--- config.mk ---
export PLATFORM = sky130hd
export DESIGN_NAME = seq_serializer
export DESIGN_NICKNAME = d
export VERILOG_FILES = /design/src/rtl/seq_serializer.sv
export SDC_FILE = /design/constraint.sdc
export NUM_CORES = 1
export LEC_CHECK = 0
export CAP_MARGIN = 20
export CORE_MARGIN = 3
export CORE_UTILIZATION = 49
export CTS_CLUSTER_SIZE = 24
export DETAILED_ROUTE_END_ITERATION = 10
export PLACE_DENSITY = 0.89
export RECOVER_POWER = 100
export SLEW_MARGIN = 0
export SYNTH_ARGS = -nofsm -noshare
export SYNTH_HDL_FRONTEND = slang
export SYNTH_SLANG_ARGS = --single-unit
--- constraint.sdc ---
create_clock -name clk -period 2.3 [get_ports clk]
set_clock_uncertainty 0.1 [all_clocks]
set_input_delay 0.46 -clock clk [delete_from_list [all_inputs] [get_ports clk]]
set_output_delay 0.46 -clock clk [all_outputs]
set_load 0.1 [all_outputs]
--- src/rtl/seq_serializer.sv ---
// seq_serializer: parallel-to-serial bit source feeding a 1011 sequence detector.
// Accepts WIDTH-bit words on a valid/ready handshake and emits one bit per clock,
// MSB- or LSB-first per word, streaming back-to-back words without gap bits.
// Ports:
//   clk, rst        - clock, synchronous active-high reset
//   din, din_valid  - word to serialize and its valid strobe
//   msb_first       - bit order for the word being accepted (1 = MSB first)
//   din_ready       - a word can be accepted this cycle
//   seq_out         - serial bit (IDLE_BIT between words)
//   seq_valid       - seq_out carries a word bit
//   word_done       - high during the last bit of a word
//   bits_left       - bits remaining in the current word, including seq_out
//   words_sent      - count of fully emitted words, wraps 255 -> 0
module seq_serializer #(
    parameter int   WIDTH    = 8,
    parameter logic IDLE_BIT = 1'b0
) (
    input  logic                       clk,
    input  logic                       rst,
    input  logic [WIDTH-1:0]           din,
    input  logic                       din_valid,
    input  logic                       msb_first,
    output logic                       din_ready,
    output logic                       seq_out,
    output logic                       seq_valid,
    output logic                       word_done,
    output logic [$clog2(WIDTH+1)-1:0] bits_left,
    output logic [7:0]                 words_sent
);

    localparam int CW = $clog2(WIDTH+1);

    typedef enum logic {
        IDLE  = 1'b0,
        SHIFT = 1'b1
    } state_t;

    state_t           state;
    logic [WIDTH-1:0] shreg;
    logic             order_msb;
    logic             last_bit;
    logic             xfer;

    assign last_bit  = (state == SHIFT) && (bits_left == CW'(1));

    // Ready depends only on state and reset so there is no valid->ready path.
    assign din_ready = !rst && ((state == IDLE) || last_bit);
    assign xfer      = din_valid && din_ready;

    assign seq_valid = (state == SHIFT);
    assign word_done = last_bit;

    always_comb begin
        seq_out = IDLE_BIT;
        if (state == SHIFT) begin
            seq_out = order_msb ? shreg[WIDTH-1] : shreg[0];
        end
    end

    always_ff @(posedge clk) begin
        if (rst) begin
            state      <= IDLE;
            shreg      <= '0;
            order_msb  <= 1'b0;
            bits_left  <= '0;
            words_sent <= '0;
        end else begin
            case (state)
                IDLE: begin
                    if (xfer) begin
                        shreg     <= din;
                        order_msb <= msb_first;
                        bits_left <= CW'(WIDTH);
                        state     <= SHIFT;
                    end
                end
                SHIFT: begin
                    if (!last_bit) begin
                        shreg     <= order_msb ? (shreg << 1) : (shreg >> 1);
                        bits_left <= bits_left - CW'(1);
                    end else begin
                        words_sent <= words_sent + 8'd1;
                        // A word accepted on the last-bit edge follows with no idle bit.
                        if (xfer) begin
                            shreg     <= din;
                            order_msb <= msb_first;
                            bits_left <= CW'(WIDTH);
                            state     <= SHIFT;
                        end else begin
                            shreg     <= '0;
                            bits_left <= '0;
                            state     <= IDLE;
                        end
                    end
                end
                default: state <= IDLE;
            endcase
        end
    end

endmodule

==> out/summary.txt, run 1 <==
status: completed
GPL Wtd Cong: 0.862
syn nets: 159
Rel. slew slack: 0.637
worst path arrival time: 1.65 ns
DR vias/cell: 6.01
CTS hold repair buffers: 0
switch share: 0.330
Final Non-Filler Cells: 200
CP bufs+invs: 2
Worst-Margin Slew: 0.547 ns
routed via count: 1202
number of diodes: 0
Reg clk slew, reported paths: 0.13 ns
TritonCTS buffer count: 3
commonest non-fill, non-tap cell in the layout: dfxtp_1
M3 GR Usage: 0.0580
most frequent cells in the layout: dfxtp_1 (19), nand3_1 (18), nor2_1 (12), clkbuf_2 (12)
Ys Warns: 0
Die Wd: 55.7 um
worst hold path type: reg -> reg
num rows: 17
met1 usage: 0.218
CP Class: reg -> out
CTS tree: built
Cells after DPL: 196
Achievable Freq: 0.453 GHz
Clock power frac: 0.272
first-pass GRT wire length: 5040 um
Total Wirelength: 3020 um
final core utilization: 0.686
EDFF count, synth: 0
die extent in y: 55.7 um
combinational power share: 0.266
CTS Sinks: 22
Final HPWL DP: 2200 um
maximum fanout along the worst path: 3
Cell Chain, Critical Path: inv_2, ha_4, or3b_4, a21oi_4, buf_12
Synth Register Bits: 22
TritonRoute pass-1 iters: 4
GR Util met2: 0.346
Root Buffer: clkbuf_4
RSZ-0062 raised after global routing: false
layout filler cell count: 188
Placed Area: 1560 um2
Netlist cell types: 32
ys flop type: dfxtp_1
crit path capture type: output port
Net Sw Power: 310 uW
max-cap violations: 0
FFs w/ async S/R, synth: 0
Setup violations, final: 0
DRC: 0
final net count: 188
Initial Utilization: 0.531
drt wl/cell: 15.1 um
syn_area_per_cell: 8.39 um2
Fin. Hold Viols: 0
Critical Path Slowest Stage Cell: or3b_4
H-tree level count: 1
Leakage: 0.000557 uW
Final min period: 2.21 ns
Seq pwr share: 0.461
Pwr Density: 602 nW/um2
delay-heaviest family, CP: simple AND/OR/NAND/NOR gates
CP max stage delay: 0.39 ns
largest net degree at the start of global routing: 16
P_int: 629 uW
Hold Slack: 0.399 ns
sequential cell area fraction in the yosys report: 0.364
Max Root-Sink Buffers: 2
Setup Buffers After CTS: 0
vias in the first global route: 1196
fraction of layout cells with a size suffix above 1: 0.233
Mapped Cells: 144
CORE AREA: 2280 um2
fin area: 1560 um2
Max VDD drop: 0.000444 V
Worst EP required: 1.74 ns
drt initial violations: 46
busiest grt layer: met2
fin. max-slew vios: 0
period utilisation layout: 0.959
Mapped Area: 1210 um2
CP Launch Type: flip-flop
die area: 3100 um2
worst skew pair latency: 0.32 ns
initial antenna violation count: 0
GR Util All Layers: 0.195
post-route antenna net violation count: 0
IO buf count: 27
Top Ports: 28
total grt overflow: 0
synthesis-to-layout area growth: 29.1%
Final Power: 939 uW
## synthesized netlist by cell type (2+ instances only)
master	count	area [um2]
dfxtp_1	22	440
nand3_1	18	90.1
a21oi_1	12	60.1
nor2_1	12	45.0
o21ai_0	10	50.1
a311oi_1	6	52.6
buf_2	6	30.0
mux2_2	6	67.6
nand2_1	6	22.5
inv_1	4	15.0
a31oi_1	3	18.8
clkbuf_1	3	11.3
ha_1	3	37.5
nand2b_1	3	18.8
o211ai_1	3	22.5
o31ai_1	3	22.5
or3_1	3	18.8
or4_1	3	22.5
mux2i_1	2	20.0
nand4_1	2	12.5
nand4b_1	2	17.5
nor2b_1	2	12.5
## final timing paths
path,cells past startpoint,to,slack (ns),startpoint
setup / recovery,5,din_ready,0.09,bits_left[1]
hold / removal,2,shreg[0],0.40,shreg[0]
setup reg to reg,7,shreg[1],0.38,bits_left[1]
hold reg to reg,2,shreg[0],0.40,shreg[0]
## cells by family (layout without fill, tap and decap cells)
logic type | Yosys count | count (layout) | synth area share
adders and majority gates | 3 | 3 | 0.0311
DFF | 22 | 22 | 0.364
buffers and inverters | 15 | 43 | 0.0528
xor gates and xnor gates | 1 | 1 | 0.00725
AOI/OAI and AO/OA | 38 | 38 | 0.195
and+or+nand+nor | 57 | 57 | 0.277
muxes | 8 | 8 | 0.0725
## power groups by stage
stage          logic (uW)  registers (uW)  clock network (uW)
5_1_grt               264             438                 274
3_3_place_gp          248             438                   0
4_1_cts               257             433                 262
2_1_floorplan         125             488                   0
3_5_place_dp          255             440                   0
6_report              250             433                 256
## final cells by class
cell class	instances	area (um2)	area share
clock buffers	4	47.5	0.0305
inverters	5	18.8	0.0120
flip-flops and latches	22	447	0.286
repair buffers	34	287	0.184
multi-input cells	107	726	0.465
well taps	28	35.0	0.0225
## layer usage
metal | vias to the layer above | part of all wire
met5 | - | 0
met1 | 557 | 0.42
met3 | 10 | 0.058
li1 | 592 | -
met2 | 43 | 0.50
met4 | 0 | 0.024
## per-stage QoR
step	setup WS, ns	TNS [ns]
finish	0.0949	0
CTS	0.0263	0
floorplan	-0.324	-0.470
global placement	0.320	0
global route	0.0174	0
detailed placement	0.273	0
## worst reg2reg max path: cells and delay by family (launching register included)
family                     cells  cell delay, ns
buffers and inverters          3            0.62
DFF                            1            0.35
AOI/OAI and AO/OA              1            0.32
and+or+nand+nor                2            0.31
adders and majority gates      1            0.14
## registers in the layout, summed over array words and instances, names as in the netlist
register,cells
order_msb,1
shreg,8
seq_valid,1
bits_left,4
words_sent,8
## what timing repair did
item                       4_1_cts  5_1_grt
gates resized for setup          3        1
pin swaps                        1        1
setup endpoints to repair        1        1
No activity file was read; power rests on OpenSTA's default activity.
==> run 2: changes to the inputs <==
ABC_AREA = 1   (was default)
CORE_MARGIN = 2   (was 3)
PLACE_DENSITY = 0.88   (was 0.89)
==> run 2 against run 1 <==
Count of clock-buffer cells in the layout shrank 1. Global-route usage grew 1.9 points. Fmax grew 1.6%. Synthesized area grew 2.5%. Final area shrank 3.2%. First-iteration DRC count shrank 46%. Combinational power grew 18%. Via count grew 2.3%. Largest cell class unchanged. Largest power group unchanged. Synthesized cell count grew 26%. Critical path type unchanged. Clock power shrank 29%. Sequential power is essentially flat. Sequential share of layout area grew 0.70 points.
==> out/summary.txt, run 2 <==
ys flop type: dfxtp_1
fin worst setup slack: 0.130 ns
CTS Sinks: 22
r2r worst-path depth: 8
Synth area leaders: dfxtp_1 (36%), nand2_1 (14%), inv_1 (8.2%)
CP Launch Type: flip-flop
Netlist cell types: 25
Post-Synth Simple-Gate Area: 0.339
CTS tree: built
Leakage: 0.000734 uW
CP Class: reg -> out
maximum fanout along the worst path: 8
DR vias/cell: 5.15
synthesis-to-layout area growth: 21.9%
Synth Area in Compound Gates: 0.138
TritonCTS buffer count: 3
GPL Wtd Cong: 0.856
Pwr Density: 604 nW/um2
Max Root-Sink Buffers: 2
DRC: 0
Synth Register Bits: 22
Yosys top cell by area: dfxtp_1
Rel. slew slack: 0.640
pre-CTS WS: 0.216 ns
Mapped Area: 1240 um2
TritonRoute pass-1 iters: 4
top flop regs: shreg x8, words_sent x8, bits_left x4
Mapped Cells: 182
worst skew pair latency: 0.31 ns
max-cap violations: 0
Root Buffer: clkbuf_4
most common cell in the netlist: nand2_1
Reg clk slew, reported paths: 0.12 ns
Synth Area in Adders: 0.0303
worst hold path type: reg -> reg
status: completed
first-pass GRT wire length: 4550 um
Top Ports: 28
number of diodes: 0
routed via count: 1230
worst path arrival time: 1.61 ns
synth cell count leaders: nand2_1 (46), inv_1 (27), dfxtp_1 (22)
RSZ-0062 raised after global routing: false
hold path cells: 1
Achievable Freq: 0.461 GHz
crit path capture type: output port
Worst-Margin Slew: 0.542 ns
Final HPWL DP: 2110 um
syn nets: 197
most frequent cells in the layout: nand2_1 (46), inv_1 (29), dfxtp_1 (20)
Ys Warns: 0
drt initial violations: 25
die area: 2950 um2
FFs w/ async S/R, synth: 0
CTS hold repair buffers: 0
sequential cell area fraction in the yosys report: 0.356
H-tree level count: 1
setup slack, reg-to-reg: 0.76 ns
final net count: 226
Die Wd: 54.3 um
fraction of layout cells with a size suffix above 1: 0.187
initial antenna violation count: 0
Final min period: 2.17 ns
Setup Buffers After CTS: 0
main combinational cell family by area after synthesis: simple AND/OR/NAND/NOR gates
syn_area_per_cell: 6.81 um2
largest net degree at the start of global routing: 16
CORE AREA: 2430 um2
IO buf count: 27
Worst EP required: 1.74 ns
Final Power: 912 uW
Fin. Hold Viols: 0
post-route antenna net violation count: 0
period utilisation layout: 0.943
Post-Synth XOR/XNOR Area: 0.00707
Initial Utilization: 0.509
post_cts resized: 0
num rows: 18
GR Util All Layers: 0.214
fin. max-slew vios: 0
Total Wirelength: 2780 um
total grt overflow: 0
drt wl/cell: 11.6 um
vias in the first global route: 1088
Setup violations, final: 0
commonest non-fill, non-tap cell in the layout: nand2_1
EDFF count, synth: 0
Synth top area share: 0.356
die extent in y: 54.3 um
mux contribution to synthesized area: 0
Max VDD drop: 0.000355 V
## run 2: cell count changes in the layout (fill, tap and decap cells not counted), moves of 6 or more
cell,previous run,this run
a311oi_1,6,0
inv_1,3,29
mux2_2,6,0
nand2_1,6,46
nand3_1,18,10
nand4_1,2,10
o21ai_1,0,6
## run 2: per-stage QoR
step           setup TNS [ns]  cell area (um2)  cells  utilization  hold slack [ns]
6_report                    0             1510    239        0.621            0.376
5_1_grt                     0             1510    239        0.621            0.411
4_1_cts                     0             1570    239        0.645            0.372
3_5_place_dp                0             1550    236        0.636            0.354
3_3_place_gp                0             1550    236        0.636            0.367
2_1_floorplan         -0.0895             1260    182            -            0.389
## run 2: cell families after synthesis
family,count (synthesis)
compound gates,31
simple gates,87
fa+ha+maj,3
xor+xnor,1
flops,22
buf+inv,38
## run 2: power by group
group          internal (uW)  leakage (uW)  switching (uW)
clock network           61.4     0.0000138             121
logic                   86.4      0.000539             209
registers                407      0.000181            28.0
## run 2: layout make-up
cell class,instances,area (um2)
fill,229,922
timing repair buffer,29,224
clock buffer,3,22.5
multi-input combinational,122,657
sequential,22,443
inverter,33,126
tap,30,37.5
## run 2: final timing paths
kind	startpoint	to
setup / recovery	bits_left[1]	din_ready
hold / removal	bits_left[0]	bits_left[0]
setup reg to reg	bits_left[1]	shreg[6]
hold reg to reg	bits_left[0]	bits_left[0]
## run 2: worst max-delay path, stage by stage (launching register included)
cell	delay, ns
dfxtp_1	0.39
inv_1	0.09
ha_1	0.21
nand2_4	0.16
nand2_4	0.10
inv_2	0.12
nor2_4	0.05
buf_12	0.17
## run 2: metal layers
metal | global-route usage | vias to the layer above | wire length (um)
li1 | - | 635 | -
met1 | 0.256 | 557 | 1270
met2 | 0.359 | 31 | 1310
met3 | 0.0410 | 7 | 141
met4 | 0.117 | 0 | 59
met5 | 0 | - | 0
==> run 3: changes to the inputs <==
--- a/constraint.sdc
+++ b/constraint.sdc
@@ -3,3 +3,3 @@
 set_input_delay 0.46 -clock clk [delete_from_list [all_inputs] [get_ports clk]]
 set_output_delay 0.46 -clock clk [all_outputs]
-set_load 0.1 [all_outputs]
+set_load 0.02 [all_outputs]
==> run 3 against run 2 <==
Register-to-register slack better by 0.03 ns. Final area grew 3.3%. Highest routed layer unchanged. Largest cell class unchanged. Sequential power decreased by 2%. First-iteration DRC count is 20% higher. Global-route usage down 1.4 points. Flip-flop and latch count unchanged. Fmax fell by 1.1%. Final cell count rose by 1.7%. Sequential share of layout area decreased by 1.0 points. Via count is 1.4% lower. Die area is the same.
==> out/summary.txt, run 3 (synthesis results as in run 2) <==
CORE AREA: 2430 um2
CP max stage delay: 0.35 ns
Final Power: 860 uW
CP Class: reg -> out
synthesis-to-layout area growth: 26.0%
Total Wirelength: 2640 um
Multi-input gate area: 627 um2
initial antenna violation count: 0
drt initial violations: 30
Final min period: 2.19 ns
Setup violations, final: 0
Max Root-Sink Buffers: 2
pre-CTS WS: 0.0556 ns
most frequent cells in the layout: nand2_1 (46), inv_1 (28), dfxtp_1 (21)
num rows: 18
Final Non-Filler Cells: 243
number of diodes: 0
layout filler cell count: 214
fin worst setup slack: 0.107 ns
crit path capture type: output port
worst setup path start: bits_left[1]
GPL Wtd Cong: 0.825
die extent in y: 54.3 um
Max VDD drop: 0.000463 V
Achievable Freq: 0.456 GHz
CTS tree: built
worst hold path type: reg -> reg
CP most frequent cell: nand2_4
Rel. slew slack: 0.611
Critical Path Slowest Stage Cell: dfxtp_1
DRC: 0
total grt overflow: 0
worst path arrival time: 1.63 ns
drt wl/cell: 10.9 um
Worst Setup EP: din_ready
Fin. Hold Viols: 0
TritonCTS buffer count: 3
worst skew pair latency: 0.32 ns
max-cap violations: 0
Cell Chain, Critical Path: inv_1, ha_1, nand2_4, nand2_4, inv_2, nor2_1, clkbuf_2
TritonRoute pass-1 iters: 4
setup slack, reg-to-reg: 0.79 ns
RSZ-0062 raised after global routing: false
sequential cell area: 442 um2
Leakage: 0.000769 uW
worst hold path startpoint: words_sent[2]
Die Wd: 54.3 um
Hold Slack: 0.406 ns
Top Ports: 28
RR Endpoint: shreg[6]
GR Util All Layers: 0.200
CTS hold repair buffers: 0
H-tree level count: 1
maximum fanout along the worst path: 8
die area: 2950 um2
DR vias/cell: 4.99
CTS Sinks: 22
final net count: 229
fraction of layout cells with a size suffix above 1: 0.117
Worst-Margin Slew: 0.584 ns
post-route antenna net violation count: 0
commonest non-fill, non-tap cell in the layout: nand2_1
top flop regs: shreg x8, words_sent x8, bits_left x4
Reg clk slew, reported paths: 0.12 ns
setup TNS: 0 ns
routed via count: 1213
Setup Buffers After CTS: 0
Root Buffer: clkbuf_4
CP Launch Type: flip-flop
Cells after DPL: 239
Initial Utilization: 0.509
r2r startpoint: seq_valid
first-pass GRT wire length: 4200 um
vias in the first global route: 984
fin. max-slew vios: 0
largest net degree at the start of global routing: 16
IO buf count: 27
period utilisation layout: 0.954
Worst EP required: 1.74 ns
Pwr Density: 551 nW/um2
status: completed
Final HPWL DP: 1950 um
r2r worst-path depth: 4
## run 3: stage by stage
| stage | util | area (um2) |
|---|---|---|
| after global placement | 0.637 | 1550 |
| after detailed placement | 0.637 | 1550 |
| after floorplan | - | 1240 |
| after global routing | 0.641 | 1560 |
| after CTS | 0.653 | 1590 |
| final | 0.641 | 1560 |
## run 3: cell type report
| class | instances | share of cell area |
|---|---|---|
| inverter | 33 | 0.0810 |
| tap | 30 | 0.0241 |
| timing repair buffer | 32 | 0.187 |
| clock buffer | 4 | 0.0233 |
| multi-input combinational | 122 | 0.402 |
| sequential | 22 | 0.283 |
## run 3: worst min-delay path by stage
stage / endpoint / slack [ns] / cells after the start
floorplan: shreg[2] / 0.39 / 2
global placement: bits_left[1] / 0.36 / 2
detailed placement: words_sent[4] / 0.39 / 2
CTS: words_sent[2] / 0.41 / 2
global route: words_sent[4] / 0.45 / 2
finish: words_sent[2] / 0.41 / 2
## run 3: where the power goes
group | switching (uW) | internal (uW) | total (uW) | leakage [uW]
Combinational | 124 | 88.9 | 213 | 0.000568
Sequential | 22.0 | 406 | 428 | 0.000181
Clock | 122 | 96.9 | 219 | 0.0000210
Total | 268 | 592 | 860 | 0.000769
## run 3: repair_timing
action / 4_1_cts / 5_1_grt
setup endpoints to repair: 3 / 2
resized for setup: 5 / 2
pin swaps: 0 / 0
## run 3: routing by layer
| layer | track usage | wire [um] | vias up |
|---|---|---|---|
| li1 | - | - | 642 |
| met1 | 0.231 | 1200 | 533 |
| met2 | 0.351 | 1260 | 30 |
| met3 | 0.0574 | 116 | 8 |
| met4 | 0.0667 | 55 | 0 |
| met5 | 0 | 0 | - |
## run 3: worst max-delay path: cells and delay by family (launching register included)
kind	cells	cell delay (ns)
AND/OR/NAND/NOR	3	0.40
buffers and inverters	3	0.36
flip-flops	1	0.35
adder cells (fa/ha/maj)	1	0.20
